===== config.mk =====
export PLATFORM = sky130hd
export DESIGN_NAME = cpu_clk_ctrl
export DESIGN_NICKNAME = d
export VERILOG_FILES = /design/src/rtl/cpu_clk_ctrl.sv
export SDC_FILE = /design/constraint.sdc
export NUM_CORES = 1
export LEC_CHECK = 0
export ABC_CLOCK_PERIOD_IN_PS = 2700
export BUFFER_PORTS_ARGS = -buffer_cell sky130_fd_sc_hd__buf_2
export CAP_MARGIN = 10
export CORE_AREA = 2 2 125 127
export DETAILED_ROUTE_END_ITERATION = 8
export DIE_AREA = 0 0 127 129
export GPL_TIMING_DRIVEN = 1
export PLACE_DENSITY = 0.41
export SYNTH_ARGS = -nofsm -noshare
export SYNTH_HDL_FRONTEND = slang
export SYNTH_SLANG_ARGS = --single-unit

===== constraint.sdc =====
create_clock -name clk50M -period 2.7 [get_ports clk50M]
set_input_delay 0.135 -clock clk50M [delete_from_list [all_inputs] [get_ports clk50M]]
set_output_delay 0.135 -clock clk50M [all_outputs]
set_load 0.05 [all_outputs]

===== src/rtl/cpu_clk_ctrl.sv =====
// CPU clock generator: divides clk50M by a runtime ratio, with halt and debounced single-step modes.
// Define CPU_CLK_CYCLE_CNT_EN to build the 32-bit cycle_count register; otherwise it is tied to 0.
module cpu_clk_ctrl #(
    parameter int CNT_WIDTH  = 26,
    parameter int DEB_CYCLES = 500000,
    parameter int DEB_WIDTH  = 20
) (
    input  logic                 clk50M,
    input  logic                 rst,
    input  logic [CNT_WIDTH-1:0] speed,
    input  logic [1:0]           mode,
    input  logic                 step_btn,
    output logic                 clk_cpu,
    output logic                 rise_tick,
    output logic [31:0]          cycle_count
);

    localparam logic [2:0] ST_RUN     = 3'd0;
    localparam logic [2:0] ST_DRAIN   = 3'd1;
    localparam logic [2:0] ST_IDLE    = 3'd2;
    localparam logic [2:0] ST_STEP_HI = 3'd3;
    localparam logic [2:0] ST_STEP_LO = 3'd4;

    localparam logic [1:0] MODE_STEP = 2'b01;
    localparam logic [1:0] MODE_HALT = 2'b10;

    localparam logic [DEB_WIDTH-1:0] DEB_LAST = DEB_WIDTH'(DEB_CYCLES - 1);

    logic [2:0]           state, state_nxt;
    logic [CNT_WIDTH-1:0] cnt, cnt_nxt, cnt_inc, div_cnt;
    logic                 clk_nxt, div_clk, term, rise_nxt;
    logic                 run_mode, step_mode, halt_mode;

    logic [1:0]           sync;
    logic [DEB_WIDTH-1:0] deb_cnt;
    logic                 deb_level, deb_level_d, press;

    // Mode 11 is deliberately folded into run.
    assign step_mode = (mode == MODE_STEP);
    assign halt_mode = (mode == MODE_HALT);
    assign run_mode  = !step_mode && !halt_mode;

    // >= lets a speed decrease below the running count end the phase at once.
    assign term    = (cnt >= speed);
    assign cnt_inc = cnt + CNT_WIDTH'(1);
    assign div_cnt = term ? '0 : cnt_inc;
    assign div_clk = term ? ~clk_cpu : clk_cpu;

    always_comb begin
        // NOTE: defaults first so every path assigns every signal; no latches are inferred.
        state_nxt = state;
        cnt_nxt   = cnt;
        clk_nxt   = clk_cpu;
        case (state)
            ST_RUN: begin
                if (run_mode) begin
                    cnt_nxt = div_cnt;
                    clk_nxt = div_clk;
                end else if (!clk_cpu || term) begin
                    state_nxt = ST_IDLE;
                    cnt_nxt   = '0;
                    clk_nxt   = 1'b0;
                end else begin
                    state_nxt = ST_DRAIN;
                    cnt_nxt   = cnt_inc;
                end
            end
            ST_DRAIN: begin
                if (run_mode) begin
                    state_nxt = ST_RUN;
                    cnt_nxt   = div_cnt;
                    clk_nxt   = div_clk;
                end else if (term) begin
                    state_nxt = ST_IDLE;
                    cnt_nxt   = '0;
                    clk_nxt   = 1'b0;
                end else begin
                    cnt_nxt = cnt_inc;
                end
            end
            ST_IDLE: begin
                cnt_nxt = '0;
                clk_nxt = 1'b0;
                if (run_mode) begin
                    state_nxt = ST_RUN;
                end else if (step_mode && press) begin
                    state_nxt = ST_STEP_HI;
                    clk_nxt   = 1'b1;
                end
            end
            ST_STEP_HI: begin
                if (run_mode) begin
                    state_nxt = ST_RUN;
                    cnt_nxt   = div_cnt;
                    clk_nxt   = div_clk;
                end else if (term) begin
                    state_nxt = halt_mode ? ST_IDLE : ST_STEP_LO;
                    cnt_nxt   = '0;
                    clk_nxt   = 1'b0;
                end else begin
                    state_nxt = halt_mode ? ST_DRAIN : ST_STEP_HI;
                    cnt_nxt   = cnt_inc;
                end
            end
            ST_STEP_LO: begin
                if (run_mode) begin
                    state_nxt = ST_RUN;
                    cnt_nxt   = div_cnt;
                    clk_nxt   = div_clk;
                end else if (halt_mode || term) begin
                    state_nxt = ST_IDLE;
                    cnt_nxt   = '0;
                end else begin
                    cnt_nxt = cnt_inc;
                end
            end
            default: begin
                state_nxt = ST_RUN;
                cnt_nxt   = '0;
                clk_nxt   = 1'b0;
            end
        endcase
    end

    assign rise_nxt = clk_nxt & ~clk_cpu;

    always_ff @(posedge clk50M or negedge rst) begin
        if (!rst) begin
            state     <= ST_RUN;
            cnt       <= '0;
            clk_cpu   <= 1'b0;
            rise_tick <= 1'b0;
        end else begin
            // NOTE: non-blocking for all flops so every register samples pre-edge values.
            state     <= state_nxt;
            cnt       <= cnt_nxt;
            clk_cpu   <= clk_nxt;
            rise_tick <= rise_nxt;
        end
    end

    // Button path: synchroniser, debouncer, then a one-cycle press pulse on the debounced rise.
    always_ff @(posedge clk50M or negedge rst) begin
        if (!rst) begin
            sync        <= 2'b00;
            deb_cnt     <= '0;
            deb_level   <= 1'b0;
            deb_level_d <= 1'b0;
            press       <= 1'b0;
        end else begin
            sync <= {sync[0], step_btn};
            if (sync[1] == deb_level) begin
                deb_cnt <= '0;
            end else if (deb_cnt == DEB_LAST) begin
                deb_cnt   <= '0;
                deb_level <= ~deb_level;
            end else begin
                deb_cnt <= deb_cnt + DEB_WIDTH'(1);
            end
            deb_level_d <= deb_level;
            press       <= deb_level & ~deb_level_d;
        end
    end

`ifdef CPU_CLK_CYCLE_CNT_EN
    always_ff @(posedge clk50M or negedge rst) begin
        if (!rst) begin
            cycle_count <= 32'd0;
        end else if (rise_nxt) begin
            cycle_count <= cycle_count + 32'd1;
        end
    end
`else
    assign cycle_count = 32'd0;
`endif

endmodule


# Word-level counts from Yosys, hierarchy flattened
# Cells that the tools add are included.
[totals]
ff_bits = 56
output_inout_bits = 34
inputBits = 31
[classes]
n_bitwise = 6
n_reduce_logical = 11
mux = 30
magnitude_cmp = 1
eq_ne = 12
n_addsub = 2
[ops]
columns = ["cell", "count"]
rows = [
  ["26-bit 2-to-1 mux", 5],
  ["26-bit one-hot mux with 3 select lines", 1],
  ["20-bit 2-to-1 mux", 2],
  ["3-bit 2-to-1 mux", 10],
  ["26-bit by 1-bit adder with 26-bit output, second input constant", 1],
  ["26-bit greater-or-equal comparator", 1],
  ["20-bit by 1-bit adder with 20-bit output, second input constant", 1],
  ["20-bit by 19-bit == test with 1-bit output, second input constant", 1],
  ["3-bit one-hot mux with 5 select lines", 1],
  ["3-bit != test, second input constant", 3],
  ["1-bit 2-to-1 mux", 8],
  ["3-bit by 2-bit == test with 1-bit output, second input constant", 2],
  ["2-bit 2-to-1 mux", 2],
  ["1-bit NOT", 4],
  ["1-bit one-hot mux with 4 select lines", 1],
  ["4-bit AND reduction", 1],
  ["3-bit by 1-bit == test with 1-bit output, second input constant", 1],
  ["3-bit == test, second input constant", 1],
  ["1-bit logical NOT", 3],
  ["3-bit logical NOT", 1],
  ["1-bit bitwise AND", 2],
  ["2-bit by 1-bit == test with 1-bit output, second input constant", 1],
  ["2-bit == test, second input constant", 1],
  ["1-bit logical AND", 2],
  ["other kinds (5)", 6],
]

# Depth between registers and ports, before layout
# Gate-level depths: netlist of run 1.
[logic_depth]
depth_word = 6
mapped_depth = 15

# Worst setup path after synthesis of run 1
# OpenSTA, ideal clock, no wires.
[synth_path]
kind = "register to register"
from = "register cnt[3]"
to = "register cnt[10]"
arrival_time_ns = 2.680
n_path_buf = 1
period_less_slack_ns = 2.752
path_stages_with_launch = 14
path_slack_ns = -0.052
path_cell_list = "dfrtp_1 -> ha_1 -> a21o_1 -> a21oi_1 -> o221ai_1 -> nand4_1 -> nand4b_1 -> inv_1 -> ha_1 -> nand2b_1 -> a2111oi_1 -> a31oi_4 -> buf_6 -> nor2_1"
[synth_between]
elab_chain_len = 5
[synth_rtl]
columns = ["item", "line", "rtl"]
rows = [
  ["from (decl)", "30", "logic [CNT_WIDTH-1:0] cnt, cnt_nxt, cnt_inc, div_cnt;"],
  ["from (signal assigned)", "136", "cnt <= cnt_nxt;"],
  ["26-bit greater-or-equal comparator", "44", "assign term = (cnt >= speed);"],
  ["1-bit logical OR, on equally long branches", "110, 59", ""],
  ["26-bit 2-to-1 mux, on equally long branches", "110, 59", ""],
  ["26-bit 2-to-1 mux, on equally long branches", "106, 56", ""],
  ["26-bit one-hot mux with 3 select lines (*)", "54", "case (state)"],
  ["via cnt_nxt[10]", "30", ""],
]
# The timed path passes the listed nets; every way through them passes the cells marked *.
# A chain may end at the register's enable or synchronous reset.

# Worst setup path in the final report of run 1
[layout_path]
from = "register cnt[19]"
to = "register cnt[13]"
[layout_between]
elab_chain_len = 5
[layout_rtl]
columns = ["item", "line"]
rows = [
  ["26-bit greater-or-equal comparator (*)", "44"],
  ["1-bit logical OR, on equally long branches", "110, 59"],
  ["26-bit 2-to-1 mux, on equally long branches", "110, 59"],
  ["26-bit 2-to-1 mux, on equally long branches", "106, 56"],
  ["26-bit one-hot mux with 3 select lines (*)", "54"],
  ["via cnt_nxt[13]", "30"],
]
# Marked as above.

==> results of run 1 <==
cell type report:
| cell class | instances | area (µm²) |
|---|---|---|
| Multi-Input combinational cell | 303 | 2271 |
| Sequential cell | 56 | 1401 |
| Clock buffer | 5 | 125.1 |
| Timing Repair Buffer | 81 | 596.8 |
| Clock inverter | 3 | 27.53 |
| Inverter | 36 | 135.1 |
| Fill cell | 1577 | 10180 |
| Tap cell | 188 | 235.2 |
what timing repair did:
| item | 4_1_cts | 5_1_grt |
|---|---|---|
| setup buffers | 11 | 5 |
| setup endpoints to repair | 27 | 30 |
| gates cloned | 2 | 1 |
| hold endpoints to repair | 26 | 0 |
| pin swaps | 20 | 16 |
| hold buffers | 2 | 0 |
| resized for setup | 35 | 23 |
routing by layer:
layer	routed length [µm]	part of all wire, %
met5	0	0
met4	194	2.2
met3	373	4.3
met2	4173	48
met1	3961	46
worst paths after layout:
path                         start          end  slack, ns  cells past startpoint
setup / recovery           cnt[19]      cnt[13]       0.02                     14
hold / removal             sync[0]      sync[1]       0.35                      0
setup reg to reg           cnt[19]      cnt[13]       0.02                     14
hold reg to reg            sync[0]      sync[1]       0.35                      0
max in group asynchronous      rst  deb_cnt[13]       1.70                      3
min in group asynchronous      rst       cnt[1]       0.39                      2
metrics by stage:
step                      util (%)  hold slack, ns
after floorplan                  -         -0.1606
after global placement       27.99          0.2358
after detailed placement     27.99          0.2359
after CTS                    31.04          0.3556
after global routing         32.00          0.3723
final                        32.00          0.3530
synth_stat cells, drive strengths merged (3+ instances only):
cell / count / area share, %
nor2: 57 / 5.9
dfrtp: 56 / 38
buf: 38 / 8.0
inv: 36 / 3.6
ha: 33 / 11
xor2: 23 / 5.4
nand3: 21 / 3.0
a21oi: 20 / 2.8
nand2: 20 / 2.0
xnor2: 18 / 4.2
and3: 12 / 2.1
nand4: 12 / 2.4
o21ai: 9 / 1.2
nor2b: 6 / 1.0
nor3: 5 / 1.1
and4: 4 / 1.1
or3: 4 / 0.67
clkbuf: 3 / 0.30
nand2b: 3 / 0.50
sequential cells by signal, summed over array words and instances (netlist names):
register / cells
deb_level_d: 1
cnt: 26
rise_tick: 1
deb_cnt: 20
press: 1
clk_cpu: 1
deb_level: 1
state: 3
sync: 2
worst max-delay path, stage by stage, from the launching register on:
cell and delay [ns]:
dfrtp_1 0.42, ha_4 0.28, nand4_1 0.14, nor3_2 0.28
buf_4 0.15, a21oi_2 0.05, nand4b_1 0.14, inv_2 0.07
buf_4 0.14, ha_4 0.16, nand2b_4 0.07, a2111oi_4 0.07
a31oi_4 0.33, clkbuf_16 0.23, nor2_1 0.05
power by group through the flow:
stage | logic [mW] | registers, mW | clock network, mW
2_1_floorplan | 0.533 | 0.992 | 0
5_1_grt | 1.14 | 0.978 | 0.768
4_1_cts | 0.973 | 0.962 | 0.748
3_5_place_dp | 0.712 | 0.970 | 0
6_report | 1.06 | 0.968 | 0.714
3_3_place_gp | 0.708 | 0.972 | 0
logic make-up (layout without fill, tap and decap cells):
family / Yosys count / count (layout) / share of synthesized area, %
flip-flops: 56 / 56 / 37.68
AO/OA/AOI/OAI: 43 / 43 / 7.504
XOR/XNOR: 41 / 41 / 9.657
multiplexers: 1 / 1 / 0.3028
AND/OR/NAND/NOR: 153 / 153 / 21.74
buffers and inverters: 77 / 125 / 11.91
adder cells (fa/ha/maj): 33 / 33 / 11.10
other: 1 / 32 / 0.1008
==> results.toml, run 1 <==
[grt]
top_usage_layer = "met2"
grt_use_met3_pct = 2.620
use_met1_pct = 13.32
met2_usage_pct = 19.23
grt_max_degree = 32
grt_overflow_total = 0
grt_first_pass_wirelength_um = 14280
antenna_found_initial = 0
grt_usage_pct = 11.05
grt_pass1_vias = 2945

[drt]
antenna_left = 0
vias = 2935
firstDrtPassIters = 4
drc = 0
initialDrtViolationCount = 110
wl_um = 8703
routed_via_density = 4.368
wl_per_cell_um = 12.95

[clock_tree]
cts_buffers = 5
cts_tree = "yes"
cts_sinks = 56
root_buffer = "clkbuf_16"
clkLatencyLatePin_ns = 0.31
clk_pin_slew_worst_paths_ns = 0.08
htreeDepth = 2
cts_buffer_depth = 2

[timing]
period_share_pct = 99.33
setup_viol = 0
rsz0062_at_grt = "true"
setup_tns_ns = 0
fin_ws_ns = 0.01809
max_freq_mhz = 372.9
finalHoldViolCount = 0
slew_headroom_pct = 53.09
min_period_ns = 2.682
worst_pin_slew_ns = 0.7037
slew_violations = 0
clock_skew_ns = 0.005380

[synth]
synthArstFlopShare_pct = 100.0
ys_types = 49
netlist_instances = 405
syn_avg_cell_area_um2 = 9.182
ys_seq_area_share_pct = 37.69
synth-edff-count = 0
ys_ff_latch = 56
synthFlopType = "dfrtp_1"
ys_warn_count = 0
netlist_area_um2 = 3719

[run_status]
status = "complete, no violations"

[critical_path]
cp_max_fo = 7
cp-end-kind = "flop"
path_class = "reg -> reg"
cp.arrival_ns = 2.89
required_ns = 2.90
cp-start-kind = "flop"

[pwr]
p_leak_nw = 2.289
p_clk_share_pct = 26.1
pwr-share-seq_pct = 35.4
combPwrFrac_pct = 38.6
p_int_mw = 1.703
p_total_mw = 2.738
power_switching_mw = 1.035
peakVddDrop_uv = 292.0
p_per_area_nw_per_um2 = 571.4
switching_share_pct = 37.81

[placed_design]
place_inst = 647
placed_area_um2 = 4193
gp_congestion = 0.7333
dpl.hpwl_um = 5858
port_buffers = 32
dp_slack_ns = -0.1710

[floorplan]
initial_core_util_pct = 24.83
die-area_um2 = 16380
rows = 45
die_x_um = 127
io_pins = 65
core_um2 = 14980
fp.dieH_um = 129

[layout]
final_cells = 672
drive_gt1_share_pct = 30.58
layout_commonest_cell = "dfrtp_1"
antenna_cells = 0
nets = 547
area_delta_synth_final_pct = 28.87
finalInstanceArea_um2 = 4792
final_cell_mix = "56 x dfrtp_1, 42 x buf_4, 40 x nor2_1, 35 x inv_1"

[flow_run]
cap_violations = 0

[min_path]
hold_class = "reg -> reg"
(Power assumes the default switching activity.)
==> run 2, diff against run 1 <==
Settings changed: ABC_AREA set to 1, CORE_AREA 2 2 125 127 to 2 2 136 138, DIE_AREA 0 0 127 129 to 0 0 138 140, PLACE_DENSITY 0.41 to 0.4.
==> run 2 against run 1 <==
Effect of this change: the flow now finishes with violations (hold timing); first-iteration DRC count rose by 50%; setup slack improved by 0.16 ns; flip-flop and latch count did not move.
==> results.toml, run 2 <==
[timing]
clock_skew_ns = 0.01156
slew_headroom_pct = 50.49
finalHoldViolCount = 33
whs_ns = -0.01730
min_period_ns = 2.526
setup_viol = 0
rsz0062_at_grt = "false"
period_share_pct = 93.54
max_freq_mhz = 395.9
worst_pin_slew_ns = 0.7426
setup_tns_ns = 0
slew_violations = 0
fin_ws_ns = 0.1744

[critical_path]
cp-end-kind = "flop"
reg2reg_slack_ns = 0.17
cp.arrival_ns = 2.72
cp_max_fo = 4
r2r-start = "cnt[25]"
rr_worst_depth = 15
path_class = "reg -> reg"
required_ns = 2.89
cp-start-kind = "flop"
worstReg2RegEnd = "cnt[8]"

[grt]
antenna_found_initial = 0
grt_overflow_total = 0
grt_first_pass_wirelength_um = 16800
grt_usage_pct = 10.58
grt_pass1_vias = 3449
grt_max_degree = 57

[pwr]
pwr-share-seq_pct = 38.1
switching_share_pct = 39.99
p_per_area_nw_per_um2 = 496.3
peakVddDrop_uv = 231.0
p_int_mw = 1.477
p_clk_share_pct = 26.8
power_switching_uw = 984.3
p_leak_nw = 2.428
combPwrFrac_pct = 35.1

[layout]
antenna_cells = 0
drive_gt1_share_pct = 20.33
fillers = 1944
reg_top3 = "cnt x26, deb_cnt x20, state x3"
regArea_um2 = 1403
finalInstanceArea_um2 = 4959
nets = 673
multi_input_area_um2 = 2472
final_cell_mix = "96 x nand2_1, 77 x inv_1, 55 x dfrtp_1, 50 x nor2_1, 33 x ha_1"
top_register = "cnt"
largest_reg_flops = 26
layout_commonest_cell = "nand2_1"
area_delta_synth_final_pct = 13.68

[synth]
synth_top_family_by_area = "simple AND/OR/NAND/NOR gates"
synth_xor_area_share_pct = 5.020
synth-edff-count = 0
synth_compound_area_share_pct = 9.007
muxShareOfSynthArea_pct = 0
synthAdderAreaFrac_pct = 9.466
netlist_area_um2 = 4362
synthArstFlopShare_pct = 100.0
syn_avg_cell_area_um2 = 7.845
netlist_instances = 556
synthFlopType = "dfrtp_1"
yosys-top-cells-count = "96 x nand2_1, 77 x inv_1, 56 x dfrtp_1"
ys_ff_latch = 56
ys_seq_area_share_pct = 32.13
ys_warn_count = 0
ys_types = 46
synth_top_area_share_pct = 32.13
yosys-top-cells-area = "dfrtp_1 32%, ha_1 9.5%, nand2_1 8.3%"
synth_simple_gate_area_share_pct = 30.12
synth.most_common_cell = "nand2_1"
yosys.area.top_type = "dfrtp_1"

[placed_design]
placed_area_um2 = 4788
dpl.hpwl_um = 7937
gp_congestion = 0.7940
port_buffers = 32
dp_slack_ns = 0.04679

[clock_tree]
root_buffer = "clkbuf_16"
cts_buffers = 5
postCtsSetupBuffers = 0
cts_sinks = 56
cts_tree = "yes"
clk_pin_slew_worst_paths_ns = 0.08
cts_buffer_depth = 2
clkLatencyLatePin_ns = 0.30
htreeDepth = 2

[floorplan]
core_um2 = 17780
rows = 49
die-area_um2 = 19320
die_x_um = 138
io_pins = 65
fp.dieH_um = 140
initial_core_util_pct = 24.53

[flow_run]
cap_violations = 0

[drt]
antenna_left = 0
wl_um = 10010
drc = 0
initialDrtViolationCount = 165
firstDrtPassIters = 4
wl_per_cell_um = 11.93
routed_via_density = 4.163
vias = 3493

[run_status]
failed_checks = "hold timing"
status = "finished, violations left"

[min_path]
hold_class = "in -> async"
-- run 2: cells by family after synthesis --
| family | Yosys count |
|---|---|
| adders and majority gates | 33 |
| xor gates and xnor gates | 25 |
| other | 1 |
| DFF | 56 |
| AOI/OAI and AO/OA | 60 |
| buffers and inverters | 125 |
| and+or+nand+nor | 256 |
-- run 2: per-stage QoR --
step	instances	util (%)	power, mW	hold WS (ns)
2_1_floorplan	587	-	1.613	-0.1606
3_3_place_gp	830	26.93	1.822	0.2433
3_5_place_dp	830	26.93	1.819	0.2447
4_1_cts	839	27.80	2.502	0.02003
5_1_grt	839	27.89	2.620	0.05978
6_report	839	27.89	2.461	-0.01730
-- run 2: worst max path at each step --
| stage | startpoint | endpoint | slack, ns | cells after the start |
|---|---|---|---|---|
| 2_1_floorplan | cnt[5] | cnt[17] | 0.42 | 16 |
| 3_3_place_gp | cnt[25] | cnt[5] | 0.08 | 15 |
| 3_5_place_dp | cnt[25] | cnt[6] | 0.05 | 15 |
| 4_1_cts | cnt[25] | cnt[6] | 0.03 | 15 |
| 5_1_grt | cnt[25] | state[1] | 0.001 | 13 |
| 6_report | cnt[25] | cnt[8] | 0.17 | 15 |
-- run 2: power by group through the flow --
stage	clock [mW]	combinational, mW	sequential [mW]
finish	0.660	0.864	0.937
global route	0.724	0.949	0.948
CTS	0.695	0.868	0.939
detailed placement	0	0.864	0.956
global placement	0	0.865	0.957
floorplan	0	0.613	1.00
-- run 2: timing repair --
item | CTS | global route
gates resized for setup | 0 | 3
hold buffers | 1 | 0
hold endpoints to repair | 1 | 0
setup endpoints to repair | 0 | 21
-- run 2: layer usage --
| metal | wire length, µm | track usage, % | share of wire (%) | vias up |
|---|---|---|---|---|
| met1 | 4678 | 13.50 | 47 | 1579 |
| met4 | 142 | 2.632 | 1.4 | 0 |
| met2 | 4839 | 18.53 | 48 | 70 |
| met5 | 0 | 0 | 0 | - |
| li1 | - | - | - | 1833 |
| met3 | 350 | 1.915 | 3.5 | 11 |
-- run 2: area by class of cell --
cell class / count / share of cell area [%]
clock buffer: 6 / 2.599
timing repair buffer: 53 / 6.460
tap: 229 / 5.778
clock inverter: 2 / 0.3280
multi-input combinational: 406 / 49.86
sequential: 56 / 28.29
inverter: 87 / 6.687
-- run 2: worst max-delay path, cell delays in order, from the launching register on --
cell and delay (ns):
dfrtp_1 0.43, ha_1 0.33, nand2_2 0.08, nor2_4 0.14, nand2_2 0.10, nor3b_2 0.21
nand2_2 0.14, nand2_4 0.12, inv_6 0.05, ha_1 0.19, nand2_2 0.10, nand2_4 0.08
buf_4 0.14, inv_2 0.06, o21ai_1 0.06, and3_1 0.16
==> run 3, diff against run 2 <==
Settings changed: ABC_CLOCK_PERIOD_IN_PS 2700 to 3300, PLACE_DENSITY 0.4 to 0.39.
Clock period 2.7 ns to 3.3 ns, I/O delays scaled along.
==> run 3 against run 2 <==
Effect of this change: the run now ends clean; sequential share of layout area rose by 0.57 points; non-clock buffer count is 17 lower; clock-buffer cell count rose by 1; combinational power down 25%; final area is 2.1% lower; final cell count fell by 2.0%; highest routed layer unchanged; clock power barely moved; hold slack improved by 0.36 ns.
==> results.toml, run 3 (synthesis gave the netlist of run 2 again) <==
[run_status]
status = "complete, no violations"

[timing]
rsz0062_at_grt = "false"
slew_violations = 0
clock_skew_ns = 0.009590
max_freq_mhz = 343.5
setup_tns_ns = 0
min_period_ns = 2.911
setup_viol = 0
worst_pin_slew_ns = 0.6744
finalHoldViolCount = 0
fin_ws_ns = 0.3887
period_share_pct = 88.22
whs_ns = 0.3391
slew_headroom_pct = 55.04

[floorplan]
rows = 49
die-area_um2 = 19320
io_pins = 65
die_x_um = 138
core_um2 = 17780
initial_core_util_pct = 24.53
fp.dieH_um = 140

[critical_path]
crit_path_frequent_cell = "nand2_2"
cp.arrival_ns = 3.11
cp_max_fo = 19
rr_worst_depth = 15
cp_cell_sequence = "ha_1, nand2_1, nor2_4, nand2_2, nor3b_2, nand2_2, nand2_4, inv_6, ha_1, nand2_2, nand2_4, nand2_2, nand2_1, inv_2, nor2_1"
required_ns = 3.50
path_class = "reg -> reg"
endpoint = "cnt[1]"
reg2reg_slack_ns = 0.39
r2r-start = "cnt[23]"
cp-startpoint = "cnt[23]"
cp-end-kind = "flop"
crit_path_top_delay_cell = "dfrtp_1"
crit_path_max_incr_delay_ns = 0.45
worstReg2RegEnd = "cnt[1]"
cp-start-kind = "flop"

[drt]
wl_um = 9994
vias = 3452
routed_via_density = 4.200
firstDrtPassIters = 4
wl_per_cell_um = 12.16
drc = 0
initialDrtViolationCount = 112
antenna_left = 0

[clock_tree]
cts_tree = "yes"
clkLatencyLatePin_ns = 0.31
htreeDepth = 2
ctsResizeCount = 0
postCtsSetupBuffers = 0
cts_buffers = 5
cts_sinks = 56
cts_hold_repair.buffers = 2
root_buffer = "clkbuf_16"
clk_pin_slew_worst_paths_ns = 0.07
cts_buffer_depth = 2

[layout]
finalInstanceArea_um2 = 4856
layout_commonest_cell = "nand2_1"
reg_top3 = "cnt x26, deb_cnt x20, state x3"
antenna_cells = 0
nets = 656
area_delta_synth_final_pct = 11.33
final_cells = 822
top_register = "cnt"
finalCoreUtilization_pct = 27.31
largest_reg_flops = 26
fillers = 1946
drive_gt1_share_pct = 17.88
final_cell_mix = "96 x nand2_1, 77 x inv_1, 56 x dfrtp_1, 50 x nor2_1, 33 x ha_1"

[pwr]
p_total_mw = 2.086
p_leak_nw = 2.365
p_int_mw = 1.297
power_switching_uw = 789.2
p_per_area_nw_per_um2 = 429.6
combPwrFrac_pct = 31.1
switching_share_pct = 37.83
pwr-share-seq_pct = 37.2
p_clk_share_pct = 31.7
peakVddDrop_uv = 204.9

[placed_design]
place_inst = 812
port_buffers = 32
placed_area_um2 = 4653
dp_slack_ns = 0.3629
dpl.hpwl_um = 7822
gp_congestion = 0.8086

[grt]
grt_max_degree = 30
grt_first_pass_wirelength_um = 16770
grt_usage_pct = 10.66
antenna_found_initial = 0
grt_overflow_total = 0
grt_pass1_vias = 3399

[min_path]
hold_class = "in -> reg"

[flow_run]
cap_violations = 0
## run 3: changes by cell type in the layout (fill, tap and decap cells not counted), sizes merged
| cell | before | now |
|---|---|---|
| clkbuf | 6 | 7 |
| bufinv | 0 | 1 |
| buf | 52 | 34 |
| dlygate4sd3 | 1 | 2 |
| clkinvlp | 1 | 0 |
| clkinv | 1 | 0 |
## run 3: power groups by stage
| stage | sequential [mW] | combinational (mW) | clock, mW |
|---|---|---|---|
| after detailed placement | 0.793 | 0.657 | 0 |
| after global placement | 0.793 | 0.665 | 0 |
| after floorplan | 0.818 | 0.502 | 0 |
| final | 0.777 | 0.648 | 0.661 |
| after global routing | 0.784 | 0.723 | 0.725 |
| after CTS | 0.778 | 0.661 | 0.695 |
## run 3: worst min path at each step
stage          cells after the start  slack [ns]    start           to
6_report                           5        0.34  mode[0]     state[1]
5_1_grt                            0        0.37  sync[0]      sync[1]
4_1_cts                            5        0.35  mode[0]     state[1]
3_5_place_dp                       1        0.25      rst  deb_cnt[15]
3_3_place_gp                       1        0.24      rst  deb_cnt[15]
2_1_floorplan                      0       -0.13      rst      clk_cpu
## run 3: routing by layer
metal	global-route usage [%]	share of wire (%)	wire [µm]	up-vias
met2	18.66	49	4946	63
met3	1.949	3.2	322	8
met5	0	0	0	-
li1	-	-	-	1798
met4	3.383	1.4	135	0
met1	13.34	46	4590	1583
## run 3: final cells by class
type / count / area, µm² / share of cell area (%)
Multi-Input combinational cell: 406 / 2459 / 50.63
Sequential cell: 56 / 1401 / 28.86
Inverter: 87 / 331.6 / 6.828
Tap cell: 229 / 286.5 / 5.901
Timing Repair Buffer: 36 / 195.2 / 4.020
Clock buffer: 7 / 152.6 / 3.144
Clock inverter: 1 / 30.03 / 0.6184
## run 3: worst max-delay path: cells and delay by family (launching register included)
family	cells	cell delay, ns
flops	1	0.45
fa+ha+maj	2	0.55
buf+inv	2	0.18
simple gates	11	1.60
